[src/rtl/buzzer_pkg.sv]
// buzzer_pkg: shared constants for the buzzer melody sequencer.
//   - note frequencies (octave 4, do..si) and the half_period() helper
//   - note-table entry field layout
//   - sequencer FSM state encoding
package buzzer_pkg;

    localparam int unsigned NOTE_HZ_DO = 262;
    localparam int unsigned NOTE_HZ_RE = 294;
    localparam int unsigned NOTE_HZ_MI = 330;
    localparam int unsigned NOTE_HZ_FA = 349;
    localparam int unsigned NOTE_HZ_SO = 392;
    localparam int unsigned NOTE_HZ_LA = 440;
    localparam int unsigned NOTE_HZ_SI = 494;

    // Entry layout: [15:12] note, [11:10] octave shift, [9:0] duration (ticks)
    localparam int unsigned ENTRY_W = 16;
    localparam int unsigned NOTE_LSB = 12;
    localparam int unsigned NOTE_W   = 4;
    localparam int unsigned OCT_LSB  = 10;
    localparam int unsigned OCT_W    = 2;
    localparam int unsigned DUR_LSB  = 0;
    localparam int unsigned DUR_W    = 10;

    typedef enum logic [1:0] {
        IDLE  = 2'd0,
        FETCH = 2'd1,
        CHECK = 2'd2,
        PLAY  = 2'd3
    } state_e;

    // Clock cycles per half period of an octave-4 note; 0 for rests.
    function automatic int unsigned half_period(input int unsigned clk_hz,
                                                input int unsigned note);
        int unsigned f;
        case (note)
            1:       f = NOTE_HZ_DO;
            2:       f = NOTE_HZ_RE;
            3:       f = NOTE_HZ_MI;
            4:       f = NOTE_HZ_FA;
            5:       f = NOTE_HZ_SO;
            6:       f = NOTE_HZ_LA;
            7:       f = NOTE_HZ_SI;
            default: f = 0;
        endcase
        return (f == 0) ? 0 : clk_hz / (2 * f);
    endfunction

endpackage

[src/rtl/buzzer_tone_gen.sv]
// buzzer_tone_gen: square-wave generator with a programmable half period.
//   clk, reset_p : clock, synchronous active-high reset
//   clear        : restart the half-period count and drive the wave low
//   enable       : 0 forces the output low and holds the counter at 0
//   half         : half period in clock cycles (must be >= 1 while enabled)
//   wave         : square-wave output
module buzzer_tone_gen #(
    parameter int unsigned HALF_W = 18
) (
    input  logic              clk,
    input  logic              reset_p,
    input  logic              clear,
    input  logic              enable,
    input  logic [HALF_W-1:0] half,
    output logic              wave
);

    logic [HALF_W-1:0] cnt_q;
    logic              out_q;

    always_ff @(posedge clk) begin
        if (reset_p || clear || !enable) begin
            cnt_q <= '0;
            out_q <= 1'b0;
        end else if (cnt_q == half - HALF_W'(1)) begin
            cnt_q <= '0;
            out_q <= ~out_q;
        end else begin
            cnt_q <= cnt_q + HALF_W'(1);
        end
    end

    // Gate with enable so the pin drops in the same cycle the FSM leaves PLAY.
    assign wave = out_q & enable;

endmodule

[src/rtl/buzzer_sequencer.sv]
// buzzer_sequencer: plays a writable table of (note, octave, duration)
// entries as a square wave on buzzer_out.
//   clk, reset_p       : clock, synchronous active-high reset
//   wr_en/addr/data    : note-table write port (legal at any time)
//   start              : one-cycle pulse, begins playback at address 0
//   stop               : abort playback (highest priority)
//   loop               : sampled at end of song; 1 restarts at address 0
//   busy               : high while not IDLE
//   note_addr          : address of the entry being fetched or played
//   buzzer_out         : square-wave output
module buzzer_sequencer
    import buzzer_pkg::*;
#(
    parameter int unsigned sys_clk_freq = 100_000_000,
    parameter int unsigned DEPTH        = 16,
    parameter int unsigned TICK_HZ      = 100
) (
    input  logic                     clk,
    input  logic                     reset_p,
    input  logic                     wr_en,
    input  logic [$clog2(DEPTH)-1:0] wr_addr,
    input  logic [15:0]              wr_data,
    input  logic                     start,
    input  logic                     stop,
    input  logic                     loop,
    output logic                     busy,
    output logic [$clog2(DEPTH)-1:0] note_addr,
    output logic                     buzzer_out
);

    localparam int unsigned AW       = $clog2(DEPTH);
    localparam int unsigned TICK_CYC = sys_clk_freq / TICK_HZ;
    localparam int unsigned TICK_W   = $clog2(TICK_CYC + 1);
    localparam int unsigned HALF_W   = $clog2(half_period(sys_clk_freq, 1) + 1);

    localparam logic [HALF_W-1:0] HALF1 = HALF_W'(half_period(sys_clk_freq, 1));
    localparam logic [HALF_W-1:0] HALF2 = HALF_W'(half_period(sys_clk_freq, 2));
    localparam logic [HALF_W-1:0] HALF3 = HALF_W'(half_period(sys_clk_freq, 3));
    localparam logic [HALF_W-1:0] HALF4 = HALF_W'(half_period(sys_clk_freq, 4));
    localparam logic [HALF_W-1:0] HALF5 = HALF_W'(half_period(sys_clk_freq, 5));
    localparam logic [HALF_W-1:0] HALF6 = HALF_W'(half_period(sys_clk_freq, 6));
    localparam logic [HALF_W-1:0] HALF7 = HALF_W'(half_period(sys_clk_freq, 7));

    logic [ENTRY_W-1:0] mem [DEPTH];

    state_e              state_q, state_d;
    logic [AW-1:0]       addr_q, addr_d;
    logic [ENTRY_W-1:0]  rd_q;
    logic [TICK_W-1:0]   tick_q, tick_d;
    logic [DUR_W-1:0]    dur_q, dur_d;
    logic [NOTE_W-1:0]   note_q, note_d;
    logic [OCT_W-1:0]    oct_q, oct_d;
    logic                tone_clr;
    logic                tone_en;
    logic [HALF_W-1:0]   half_base;
    logic [HALF_W-1:0]   half;

    wire [DUR_W-1:0]  rd_dur  = rd_q[DUR_LSB +: DUR_W];
    wire [NOTE_W-1:0] rd_note = rd_q[NOTE_LSB +: NOTE_W];
    wire [OCT_W-1:0]  rd_oct  = rd_q[OCT_LSB +: OCT_W];

    // Table: no reset, so contents survive reset_p.
    always_ff @(posedge clk) begin
        if (wr_en) mem[wr_addr] <= wr_data;
    end

    always_ff @(posedge clk) begin
        if (reset_p) begin
            state_q <= IDLE;
            addr_q  <= '0;
            rd_q    <= '0;
            tick_q  <= '0;
            dur_q   <= '0;
            note_q  <= '0;
            oct_q   <= '0;
        end else begin
            state_q <= state_d;
            addr_q  <= addr_d;
            tick_q  <= tick_d;
            dur_q   <= dur_d;
            note_q  <= note_d;
            oct_q   <= oct_d;
            if (state_q == FETCH) rd_q <= mem[addr_q];
        end
    end

    always_comb begin
        state_d  = state_q;
        addr_d   = addr_q;
        tick_d   = tick_q;
        dur_d    = dur_q;
        note_d   = note_q;
        oct_d    = oct_q;
        tone_clr = 1'b0;
        case (state_q)
            IDLE: begin
                if (start) begin
                    state_d = FETCH;
                    addr_d  = '0;
                end
            end
            FETCH: state_d = CHECK;
            CHECK: begin
                if (rd_dur == '0) begin
                    // A marker at address 0 never loops: an empty song would spin.
                    state_d = (loop && addr_q != '0) ? FETCH : IDLE;
                    addr_d  = '0;
                end else begin
                    dur_d    = rd_dur;
                    note_d   = rd_note;
                    oct_d    = rd_oct;
                    tick_d   = '0;
                    tone_clr = 1'b1;
                    state_d  = PLAY;
                end
            end
            PLAY: begin
                if (tick_q == TICK_W'(TICK_CYC - 1)) begin
                    tick_d = '0;
                    if (dur_q == DUR_W'(1)) begin
                        if (addr_q == AW'(DEPTH - 1)) begin
                            addr_d  = '0;
                            state_d = loop ? FETCH : IDLE;
                        end else begin
                            addr_d  = addr_q + AW'(1);
                            state_d = FETCH;
                        end
                    end else begin
                        dur_d = dur_q - DUR_W'(1);
                    end
                end else begin
                    tick_d = tick_q + TICK_W'(1);
                end
            end
            default: state_d = IDLE;
        endcase
        if (stop) begin
            state_d = IDLE;
            addr_d  = '0;
            tick_d  = '0;
            dur_d   = '0;
        end
    end

    always_comb begin
        case (note_q)
            4'd1:    half_base = HALF1;
            4'd2:    half_base = HALF2;
            4'd3:    half_base = HALF3;
            4'd4:    half_base = HALF4;
            4'd5:    half_base = HALF5;
            4'd6:    half_base = HALF6;
            4'd7:    half_base = HALF7;
            default: half_base = '0;
        endcase
    end

    assign half    = half_base >> oct_q;
    assign tone_en = (state_q == PLAY) && (note_q != '0) && (note_q <= 4'd7);

    buzzer_tone_gen #(.HALF_W(HALF_W)) u_tone (
        .clk     (clk),
        .reset_p (reset_p),
        .clear   (tone_clr),
        .enable  (tone_en),
        .half    (half),
        .wave    (buzzer_out)
    );

    assign busy      = (state_q != IDLE);
    assign note_addr = addr_q;

endmodule

[config.mk]
export PLATFORM = sky130hd
export DESIGN_NAME = buzzer_sequencer
export DESIGN_NICKNAME = d
export VERILOG_FILES = /design/src/rtl/buzzer_pkg.sv /design/src/rtl/buzzer_tone_gen.sv /design/src/rtl/buzzer_sequencer.sv
export SDC_FILE = /design/constraint.sdc
export NUM_CORES = 1
export LEC_CHECK = 0
export ABC_AREA = 1
export ABC_CLOCK_PERIOD_IN_PS = 2750
export CAP_MARGIN = 20
export CELL_PAD_IN_SITES_DETAIL_PLACEMENT = 1
export CELL_PAD_IN_SITES_GLOBAL_PLACEMENT = 2
export CORE_AREA = 4 4 192 231
export DETAILED_ROUTE_END_ITERATION = 12
export DIE_AREA = 0 0 196 235
export DONT_BUFFER_PORTS = 1
export HOLD_SLACK_MARGIN = 0.15
export PLACE_DENSITY_LB_ADDON = 0.25
export SKIP_LAST_GASP = 1
export SLEW_MARGIN = 20
export SYNTH_ARGS = -nofsm -noshare
export SYNTH_HDL_FRONTEND = slang
export SYNTH_HIERARCHICAL = 1
export SYNTH_SLANG_ARGS = --single-unit
export TNS_END_PERCENT = 100
[constraint.sdc]
create_clock -name clk -period 2.75 [get_ports clk]
set_clock_uncertainty 0.05 [all_clocks]
set_input_delay 0.55 -clock clk [delete_from_list [all_inputs] [get_ports clk]]
set_output_delay 0.55 -clock clk [all_outputs]
set_load 0.02 [all_outputs]
==> impl_metrics.ini <==
[layout]
fillCellCount = 4714
finalNonFillerCells = 2299
layout_commonest_cell = nand2_1
final_cell_mix = nand2_1, edfxtp_1, nor2_1
regArea_mm2 = 0.00925
final_nets = 1755
multi_input_area_mm2 = 0.00565
final_layout_size_suffix_gt1_share_pct = 15.7
post-route-util_pct = 43.9
design_area_mm2 = 0.0184
area_growth_pct = 18.9

[sta]
timing.final.crit_share_pct = 99.9
drv_slew = 0
max_freq_ghz = 0.364
rsz0062_at_grt = true
worst_pin_slew_ns = 0.985
setup_violations = 0
whs_ns = 0.230
slew_headroom_pct = 34.3
tns_ns = 0
fin_ws_ns = 0.00169
final_hold_viol_count = 0
fin_crit_ns = 2.75

[clock_tree]
clock-root-buffer = clkbuf_16
clk_latency_ns = 0.56
cts.reportedPaths.clkPinSlew_ns = 0.06
h-tree-depth = 2
cts_inserted_buffers = 38
cts_tree = yes
cts.path.max_buffers = 3
cts_sinks = 333

[route]
avgRoutedWirePerCell_um = 19.2
routed_wl_mm = 44.2
routed_via_density = 5.16
postRouteAntennaNets = 0
route.detailed.drc = 0
num_vias = 11900
drt_iter0_markers = 507
firstDrtPassIters = 5

[logic_synthesis]
syn_avg_cell_area_um2 = 9.40
syn_inst = 1643
syn_nets = 1676
ys_types = 44
netlist_area_mm2 = 0.0154
seq_area_frac_synth_pct = 59.8
yosys_warnings = 6
ys_ff_latch = 333

[worst_setup_path]
rr_worst_depth = 17
worstSetupEndpointType = flop
reg2reg_to = u_tone/cnt_q[17]$_SDFF_PP0_
startpoint_type = flop
required_ns = 3.14
arrival_ns = 3.14
path_class = reg2reg
r2r_start = note_q[2]$_SDFFE_PP0P_
cp_max_fo = 5
rrSetupSlack_ns = 0.002

[grt]
grt_usage_pct = 19.1
first_global_vias = 12500
grt_max_degree = 105
antenna_found_initial = 2
grt_overflow = 0
grt_pass1_wl_mm = 70.2

[worst_hold_path]
worst_hold_path.num_cells = 3
min_from = reset_p
hold_path.class = in2reg
hold_end = u_tone/out_q$_SDFFE_PP0N_

[floorplan]
io-pin-count = 32
die_h_um = 235
die_w_um = 196
initial_utilization_pct = 36.9
rows = 82
core_area_mm2 = 0.0419
die_area_mm2 = 0.0461

[placement]
dp_hpwl_mm = 29.2
postPlaceCellArea_mm2 = 0.0165
port_buffers = 0
pre_cts_ws_ns = -0.433
dp.cells = 2198
routabilityCongestion = 0.810

[run_status]
status = completed

[power_and_ir_drop]
irDropWorstVdd_uv = 478
p_per_area_mw_per_mm2 = 690
p_leak_nw = 6.64
finalPower_mw = 12.7

[run]
cap_viol_max_count = 0
metal layers:
layer  share of wire [%]  up-vias  global-route usage [%]
met1                  43     5861                    23.6
met3                 2.8       87                    2.94
met5               0.029        -                       0
met2                  52      145                    34.5
li1                    -     5775                       -
met4                 2.9        2                    5.71
timing repair:
item	4_1_cts	5_1_grt
pin swaps	17	7
resized for setup	69	23
setup endpoints to repair	19	19
buffers inserted	9	2
hold endpoints to repair	256	0
gates cloned	2	1
hold buffers	16	0
worst max-delay path by stage:
stage	startpoint	to	slack, ns	cells past startpoint
3_3_place_gp	note_q[0]$_SDFFE_PP0P_	u_tone/cnt_q[15]$_SDFF_PP0_	-0.38	18
6_report	note_q[2]$_SDFFE_PP0P_	u_tone/cnt_q[17]$_SDFF_PP0_	0.002	17
3_5_place_dp	note_q[0]$_SDFFE_PP0P_	u_tone/cnt_q[15]$_SDFF_PP0_	-0.43	18
5_1_grt	note_q[3]$_SDFFE_PP0P_	u_tone/out_q$_SDFFE_PP0N_	-0.21	18
4_1_cts	note_q[2]$_SDFFE_PP0P_	u_tone/cnt_q[12]$_SDFF_PP0_	-0.01	18
2_1_floorplan	note_q[0]$_SDFFE_PP0P_	u_tone/cnt_q[8]$_SDFF_PP0_	0.01	21
sequential cells by signal (all words and copies together) (netlist names):
name	cells
u_tone/cnt_q	18
oct_q	2
tick_q	20
rd_q	16
state_q	2
dur_q	10
mem	256
note_addr	4
u_tone/out_q	1
note_q	4
synth_stat cells (all sizes together):
library cell	n	area share (%)
nand2	307	7.7
nor2	307	7.9
edfxtp	256	50
o21ai	210	6.9
inv	119	2.9
dfxtp	77	10
nand3	77	2.7
a21oi	64	2.1
o211ai	46	2.2
buf	40	1.8
clkbuf	33	0.81
o22ai	21	0.85
xor2	16	0.91
xnor2	12	0.68
nand3b	11	0.53
nor3	11	0.52
nand4	10	0.41
ha	7	0.57
or2	6	0.24
a31oi	4	0.16
clkinv	3	0.073
o31ai	2	0.097
a21boi	1	0.049
and2	1	0.041
mux2i	1	0.065
nor3b	1	0.049
power breakdown:
part           switching (mW)  internal (mW)  leakage, nW
Combinational           0.998          0.544         3.03
Sequential             0.0496           5.52         2.94
Clock                    2.12           3.45        0.670
worst max-delay path, cell delays in order, from the launching register on:
cell and delay, ns:
dfxtp_4 0.38, buf_6 0.12, o31ai_4 0.27, nor2_1 0.07, o21ai_1 0.17, o21ai_2 0.10
buf_4 0.16, nor2_4 0.16, nand2_4 0.09, nor2_4 0.17, buf_4 0.14, nand3b_1 0.08
nand2_1 0.08, nand2_1 0.08, nor2_4 0.13, nand3_4 0.17, nand2_4 0.16, a21oi_1 0.05
logic make-up after synthesis:
family,share of synthesized area [%]
AOI/OAI and AO/OA,12.4
xor gates and xnor gates,1.59
and+or+nand+nor,20.1
buffers and inverters,5.57
DFF,59.8
adders and majority gates,0.567
muxes,0.0648
cell type report:
class,instances,share of cell area [%]
Antenna cell,1,0.0136
Clock buffer,46,5.62
Clock inverter,24,1.86
Inverter,122,2.52
Multi-Input combinational cell,1118,30.7
Sequential cell,333,50.4
Tap cell,546,3.72
Timing Repair Buffer,109,5.17
Note: power is estimated with default switching activity, not from simulation.
